[src/rtl/fwd_scoreboard.sv]
// Purpose : operand bypass-select plus long-latency scoreboard; raises stall on load-use or busy-register hazards.
// Latency : fwd_sel/stall/stall_reason are combinational; busy, FSM state, counters and wait_err update on the next clk edge.
// Backpressure: stall holds IF/ID and ID/EX; an issue is accepted only in a cycle with stall=0.
// Ports:
//    clk, rst                      clock, asynchronous active-high reset
//    src_idx/src_valid             ID/EX source register indices and read enables
//    fwd_rd/fwd_ld/fwd_is_load     per bypass stage destination, regfile write enable, data-not-ready flag
//    issue_valid/long/rd           instruction leaving ID/EX
//    cmpl_valid/cmpl_rd            long-latency writeback
//    fwd_sel                       per source: 0 = regfile, k = bypass stage k-1
//    stall/stall_reason            hazard stall and cause (0 none, 1 load-use, 2 scoreboard)
//    stall_cycles/wait_err         saturating stall counter, sticky watchdog error
module fwd_scoreboard #(
   parameter int NUM_SRC  = 2,
   parameter int NUM_FWD  = 2,
   parameter int MAX_WAIT = 64,
   parameter int SEL_W    = $clog2(NUM_FWD + 1)
) (
   input  logic                     clk,
   input  logic                     rst,
   input  logic [NUM_SRC*5-1:0]     src_idx,
   input  logic [NUM_SRC-1:0]       src_valid,
   input  logic [NUM_FWD*5-1:0]     fwd_rd,
   input  logic [NUM_FWD-1:0]       fwd_ld,
   input  logic [NUM_FWD-1:0]       fwd_is_load,
   input  logic                     issue_valid,
   input  logic                     issue_long,
   input  logic [4:0]               issue_rd,
   input  logic                     cmpl_valid,
   input  logic [4:0]               cmpl_rd,
   output logic [NUM_SRC*SEL_W-1:0] fwd_sel,
   output logic                     stall,
   output logic [1:0]               stall_reason,
   output logic [31:0]              stall_cycles,
   output logic                     wait_err
);

   localparam int WAIT_W = $clog2(MAX_WAIT + 1);

   typedef enum logic [1:0] {
      ST_RUN      = 2'd0,
      ST_LOAD_USE = 2'd1,
      ST_SB_WAIT  = 2'd2
   } state_t;

   state_t             r_state;
   state_t             w_state_nxt;
   logic [31:1]        r_busy;
   logic [31:0]        w_busy;
   logic [31:0]        w_busy_nxt;
   logic [WAIT_W-1:0]  r_wait_cnt;
   logic [31:0]        r_stall_cycles;
   logic               r_wait_err;
   logic               w_lu;
   logic               w_sb;
   logic               w_issue_acc;
   logic [NUM_SRC*SEL_W-1:0] w_fwd_sel;

   // x0 is never tracked, so bit 0 of the full view is tied low
   assign w_busy = {r_busy, 1'b0};

   // Bypass select and hazard detection. The stage loop runs oldest to
   // youngest so the youngest matching stage overwrites and wins.
   always_comb begin
      logic [SEL_W-1:0] v_sel;
      logic             v_ld_pend;
      logic [4:0]       v_idx;
      w_fwd_sel = '0;
      w_lu      = 1'b0;
      w_sb      = 1'b0;
      for (int s = 0; s < NUM_SRC; s++) begin
         v_sel     = '0;
         v_ld_pend = 1'b0;
         v_idx     = src_idx[5*s +: 5];
         if (src_valid[s] && (v_idx != 5'd0)) begin
            for (int k = NUM_FWD - 1; k >= 0; k--) begin
               if (fwd_ld[k] && (fwd_rd[5*k +: 5] == v_idx)) begin
                  v_sel     = SEL_W'(k + 1);
                  v_ld_pend = fwd_is_load[k];
               end
            end
            // Only the registered busy state counts; an issue being accepted
            // this same cycle is not visible yet.
            if (w_busy[v_idx]) w_sb = 1'b1;
         end
         if (v_ld_pend) w_lu = 1'b1;
         w_fwd_sel[SEL_W*s +: SEL_W] = v_sel;
      end
   end

   assign fwd_sel     = w_fwd_sel;
   assign stall       = w_lu | w_sb;
   assign w_issue_acc = issue_valid & ~stall;

   always_comb begin
      stall_reason = 2'd0;
      if (w_sb)      stall_reason = 2'd2;
      else if (w_lu) stall_reason = 2'd1;
   end

   // Clear first, then set, so a same-index set/clear leaves the bit set.
   always_comb begin
      w_busy_nxt = w_busy;
      if (cmpl_valid)                 w_busy_nxt[cmpl_rd]  = 1'b0;
      if (w_issue_acc && issue_long)  w_busy_nxt[issue_rd] = 1'b1;
      w_busy_nxt[0] = 1'b0;
   end

   always_ff @(posedge clk or posedge rst) begin
      if (rst) r_busy <= '0;
      else     r_busy <= w_busy_nxt[31:1];
   end

   // FSM: state register
   always_ff @(posedge clk or posedge rst) begin
      if (rst) r_state <= ST_RUN;
      else     r_state <= w_state_nxt;
   end

   // FSM: next state
   always_comb begin
      w_state_nxt = ST_RUN;
      if (w_sb)      w_state_nxt = ST_SB_WAIT;
      else if (w_lu) w_state_nxt = ST_LOAD_USE;
   end

   // Watchdog: counts consecutive SB_WAIT cycles, flags once the limit is reached
   always_ff @(posedge clk or posedge rst) begin
      if (rst) begin
         r_wait_cnt <= '0;
         r_wait_err <= 1'b0;
      end else if (r_state == ST_SB_WAIT) begin
         if (r_wait_cnt != WAIT_W'(MAX_WAIT)) r_wait_cnt <= r_wait_cnt + 1'b1;
         if (r_wait_cnt >= WAIT_W'(MAX_WAIT - 1)) r_wait_err <= 1'b1;
      end else begin
         r_wait_cnt <= '0;
      end
   end

   always_ff @(posedge clk or posedge rst) begin
      if (rst)                                      r_stall_cycles <= '0;
      else if (stall && (r_stall_cycles != '1))     r_stall_cycles <= r_stall_cycles + 32'd1;
   end

   assign stall_cycles = r_stall_cycles;
   assign wait_err     = r_wait_err;

endmodule

[config.mk]
export PLATFORM = sky130hd
export DESIGN_NAME = fwd_scoreboard
export DESIGN_NICKNAME = d
export VERILOG_FILES = /design/src/rtl/fwd_scoreboard.sv
export SDC_FILE = /design/constraint.sdc
export NUM_CORES = 1
export LEC_CHECK = 0
export BUFFER_PORTS_ARGS = -buffer_cell sky130_fd_sc_hd__buf_2
export CAP_MARGIN = 20
export CORE_MARGIN = 8
export CORE_UTILIZATION = 50
export DETAILED_ROUTE_END_ITERATION = 8
export GPL_ROUTABILITY_DRIVEN = 0
export PLACE_DENSITY = 0.76
export SLEW_MARGIN = 20
export SYNTH_ARGS = -nofsm -noshare
export SYNTH_HDL_FRONTEND = slang
export SYNTH_SLANG_ARGS = --single-unit
[constraint.sdc]
create_clock -name clk -period 2.7 [get_ports clk]
set_input_delay 0.54 -clock clk [delete_from_list [all_inputs] [get_ports clk]]
set_output_delay 0.54 -clock clk [all_outputs]
set_load 0.1 [all_outputs]
# Word-level counts from Yosys, hierarchy flattened
# Index checks and enable logic that the tools add are counted.
# totals
register_bits,73
latch_bits,0
ram_bits,0
mem_bits_ro,0
in_bits,41
output_inout_bits,40
elab_cells,73
mem_count,0
# classes
addsub,2
mul,0
div_mod_pow,0
magnitude_cmp,7
eq_ne,8
shifts,0
n_mux,32
n_bitwise,6
reduce_logical,13
# ops
operator,count
32-bit 2-to-1 mux,2
32-bit by 1-bit adder with 32-bit output (second input constant),1
32-bit bitwise AND,1
32-bit inequality test (second input constant),1
32-bit NOT,1
32-bit OR,1
5-bit by 6-bit < comparator with 1-bit output (second input constant),4
5-bit equality test,4
1-bit 2-to-1 mux,17
2-bit 2-to-1 mux,7
7-bit 2-to-1 mux,2
1-bit binary-select mux with 5-bit select,2
1-bit demux with 5-bit select,2
5-bit by 1-bit greater-or-equal comparator with 1-bit output (second input constant),2
1-bit logical AND,10
5-bit nonzero test,2
7-bit by 1-bit adder with 7-bit output (second input constant),1
7-bit by 6-bit greater-or-equal comparator with 1-bit output (second input constant),1
7-bit inequality test (second input constant),1
2-bit equality test (second input constant),1
2-bit by 1-bit inequality test with 1-bit output (second input constant),1
2-bit AND reduction,1
1-bit bitwise AND,1
1-bit NOT,1
1-bit OR,1

# Longest topological paths before layout
# logic_depth
word_depth,12
ltp_mapped,11
ltp_nobuf,8

# Worst setup path after synthesis
# No wires, ideal clock.
# synth_timing
path_type,input to output
from,input src_idx[0]
to,output stall_reason[0]
arrival_ps,3618
required_ps,2160
setup_slack_ps,-1458
stages,7
path_buffers,1
path_cell_list,clkbuf_1 > nor3_1 > a21boi_0 > and4_1 > o21a_1 > a21oi_2 > nor2_1
# synth_via
elab_chain_len,9
elab_cells_between_ends,19
classes_between,eq/ne (2); mux (13); reduce/logical (4)
# synth_rtl
item,line,source
from (decl),21,"input logic [NUM_SRC*5-1:0] src_idx,"
"parallel branches: the longest is 8 deep, another holds 1-bit binary-select mux with 5-bit select",n/a,
2-bit 2-to-1 mux *,97,if (w_sb) stall_reason = 2'd2;
to (decl),33,"output logic [1:0] stall_reason,"
# Mark *: on every way between the ends. The select of a mux whose other input is x is not followed.

# Worst setup path in the final report
# layout_timing
from,input src_idx[7]
to,output stall_reason[0]
# layout_via
elab_chain_len,8
elab_cells_between_ends,16
classes_between,eq/ne (2); mux (10); reduce/logical (4)
# layout_rtl
item,line,source
5-bit equality test,77,if (fwd_ld[k] && (fwd_rd[5*k +: 5] == v_idx)) begin
1-bit logical AND,77,
1-bit 2-to-1 mux (2 in series),77,
1-bit 2-to-1 mux,75,if (src_valid[s] && (v_idx != 5'd0)) begin
1-bit 2-to-1 mux,86,if (v_ld_pend) w_lu = 1'b1;
1-bit 2-to-1 mux,98,else if (w_lu) stall_reason = 2'd1;
2-bit 2-to-1 mux *,97,
# Mark *: on every way between the ends. The rest lies on a longest branch, timed or not. The select of a mux whose other input is x is not followed.

==> results.sh <==
export IMPL_status="finished with violations"
export IMPL_violations="setup timing"
export IMPL_grt_pass1_vias=3780
export IMPL_routedWlPerCell_um=18.7
export IMPL_rsz0062_at_grt="true"
export IMPL_portBuffers=80
export IMPL_clockRootBuffer="clkbuf_8"
export IMPL_syn_nets=455
export IMPL_seq_area_frac_synth_pct=42.9
export IMPL_cp_max_fo=3
export IMPL_drt_first_iter_violations=288
export IMPL_setup_tns_final_ns=-1.64
export IMPL_yosys_warnings=0
export IMPL_synth_edf_count=0
export IMPL_synth_common_cells="dfrtp_1 (73), o21ai_0 (40), xnor2_1 (35), nand3_1 (25)"
export IMPL_syn_area_sq_um=4260
export IMPL_routed_wl_met2_um=6040
export IMPL_top_layer="met4"
export IMPL_min_period_over_period_pct=108
export IMPL_peakVddDrop_mv=0.962
export IMPL_final_area_sq_um=5750
export IMPL_powerDensity_nw_per_um2=603
export IMPL_core_sq_um=8220
export IMPL_grt_max_degree=34
export IMPL_synth_most_common_cell="dfrtp_1"
export IMPL_async_flop_share_pct=100
export IMPL_yosys_register_bits=73
export IMPL_syn_instance_count=411
export IMPL_io_pins=81
export IMPL_grt_pass1_wl_um=18300
export IMPL_wl_um=12000
export IMPL_synth_distinct_cells=51
export IMPL_synth_area_leader_cell="dfrtp_1"
export IMPL_total_power_mw=3.47
export IMPL_drtAntennaViolNets=0
export IMPL_die_h_um=108
export IMPL_max_slew_margin_rel_pct=59.3
export IMPL_worstRegToRegCells=10
export IMPL_startpoint_type="primary input"
export IMPL_clock_sinks=73
export IMPL_layout_nets=578
export IMPL_dp_final_hpwl_um=8560
export IMPL_setup_viol=32
export IMPL_avgSynthCellArea_sq_um=10.4
export IMPL_cts_buffers=9
export IMPL_ys_flop_type="dfrtp_1"
export IMPL_fill_cells=600
export IMPL_antenna_found_initial=0
export IMPL_rows=33
export IMPL_crit_path_end_kind="output pin"
export IMPL_vias_per_cell=5.89
export IMPL_hp_class="in -> async"
export IMPL_max_cap_viol_count=0
export IMPL_cp_arrival_ns=2.38
export IMPL_grt_ovfl_total=0
export IMPL_leakage_nw=2.60
export IMPL_areaGrowthSynthToFinish_pct=35.2
export IMPL_antennaDiodeCount=0
export IMPL_synth_area_leaders="dfrtp_1 (43%), xnor2_1 (7.2%), mux4_2 (4.8%), o21ai_0 (4.7%), xor2_1 (3.9%)"
export IMPL_vias=3788
export IMPL_reg2reg_from="r_busy[7]$_DFF_PP0_"
export IMPL_fin_ws_ns=-0.223
export IMPL_fin_skew_ns=0.0132
export IMPL_cts_clk_slew_worst_paths_ns=0.08
export IMPL_initial_core_util_pct=51.8
export IMPL_clk_path_buf_depth=2
export IMPL_required_ns=2.16
export IMPL_wl_met1_um=5070
export IMPL_layout_drive_gt1_share_pct=41.6
export IMPL_h_tree_depth=3
export IMPL_fmax_ghz=0.342
export IMPL_drc=0
export IMPL_worst_pin_slew_ns=0.610
export IMPL_place_area_sq_um=5160
export IMPL_path_class="in -> out"
export IMPL_slew_viol_final=0
export IMPL_insertion_delay_ns=0.36
export IMPL_die_x_um=108
export IMPL_reg2reg_to="r_busy[15]$_DFF_PP0_"
export IMPL_cts_tree="yes"
export IMPL_met3WireLength_um=718
export IMPL_die_area_sq_um=11700
export IMPL_dr_pass1_iters=4
export IMPL_fin_crit_ns=2.92
export IMPL_hold_viol_final=0
export IMPL_grt_usage_pct=19.5
export IMPL_synth_top_cell_area_share_pct=42.9
export IMPL_r2r_slack_ns=-0.06
==> registers in the layout, indices dropped and copies added, names as in the netlist <==
| name | flops |
|---|---|
| stall_cycles | 32 |
| r_busy | 31 |
| r_wait_cnt | 7 |
| r_state | 2 |
| wait_err | 1 |
==> critical path, cell delays in order <==
cell and delay, ns:
buf_8 0.10, buf_6 0.11, xor2_2 0.17, nor4_2 0.38
nand3_2 0.17, o32ai_4 0.34, a21oi_4 0.12, buf_6 0.14
nor2_4 0.12, buf_12 0.18
==> worst max-delay path by stage <==
stage | slack [ns] | to | from
5_1_grt | -0.29 | stall_reason[0] | src_idx[7]
3_5_place_dp | -0.37 | r_busy[25]$_DFF_PP0_ | src_idx[6]
2_1_floorplan | -0.43 | r_busy[21]$_DFF_PP0_ | src_idx[9]
3_3_place_gp | -0.36 | stall_reason[0] | src_idx[6]
4_1_cts | -0.17 | stall_reason[0] | r_busy[5]$_DFF_PP0_
6_report | -0.22 | stall_reason[0] | src_idx[7]
==> cells by family (layout without fill, tap and decap cells) <==
group,Yosys count,after routing,share of synthesized area (%)
buffers and inverters,31,158,3.88
adders and majority gates,3,3,0.882
and+or+nand+nor,136,136,19.6
muxes,26,26,8.85
DFF,73,73,42.9
xor gates and xnor gates,54,54,11.1
AOI/OAI and AO/OA,88,88,12.8
==> metrics by stage <==
step,hold WS (ns),std cells,utilization (%),worst slack (ns)
after CTS,0.276,638,67.1,-0.171
after global routing,0.286,643,70.0,-0.291
after floorplan,0.488,411,-,-0.428
final,0.250,643,70.0,-0.223
after global placement,0.461,614,62.8,-0.358
after detailed placement,0.467,614,62.8,-0.373
==> layout make-up <==
| type | count | area, sq um | share of cell area [%] |
|---|---|---|---|
| Multi-Input combinational cell | 307 | 2470 | 43.0 |
| Sequential cell | 73 | 1830 | 31.8 |
| Timing Repair Buffer | 134 | 1060 | 18.5 |
| Clock buffer | 11 | 141 | 2.46 |
| Tap cell | 105 | 131 | 2.28 |
| Clock inverter | 4 | 77.6 | 1.35 |
| Inverter | 9 | 36.3 | 0.631 |
==> per-layer routing <==
metal / GRT usage [%] / up-vias
met5: 0 / -
met2: 32.0 / 120
met4: 6.35 / 0
li1: - / 1751
met1: 24.7 / 1898
met3: 4.82 / 19
==> repair_timing <==
item	CTS	global route
setup buffers	9	5
gates resized for setup	17	37
hold buffers	0	0
pin swaps	9	19
cloned	0	2
endpoints found under the setup margin	13	64
==> power breakdown <==
group / internal (mW) / total (mW) / switching [mW]
clock: 0.544 / 0.948 / 0.404
sequential: 1.23 / 1.36 / 0.133
combinational: 0.418 / 1.16 / 0.744
total: 2.19 / 3.47 / 1.28
==> placed cells by master, fill, tap and decap left out, drive strengths merged, types with 13 or more instances in the layout <==
cell type / synthesis / final
buf: 12 / 131
dfrtp: 73 / 73
o21ai: 65 / 65
xnor2: 35 / 35
nand3: 25 / 25
xor2: 19 / 19
and3: 17 / 17
nor2: 15 / 15
nand4: 14 / 14
mux2i: 14 / 14
clkbuf: 10 / 14
nand2: 13 / 13
Power figures use the tool's default switching activity.
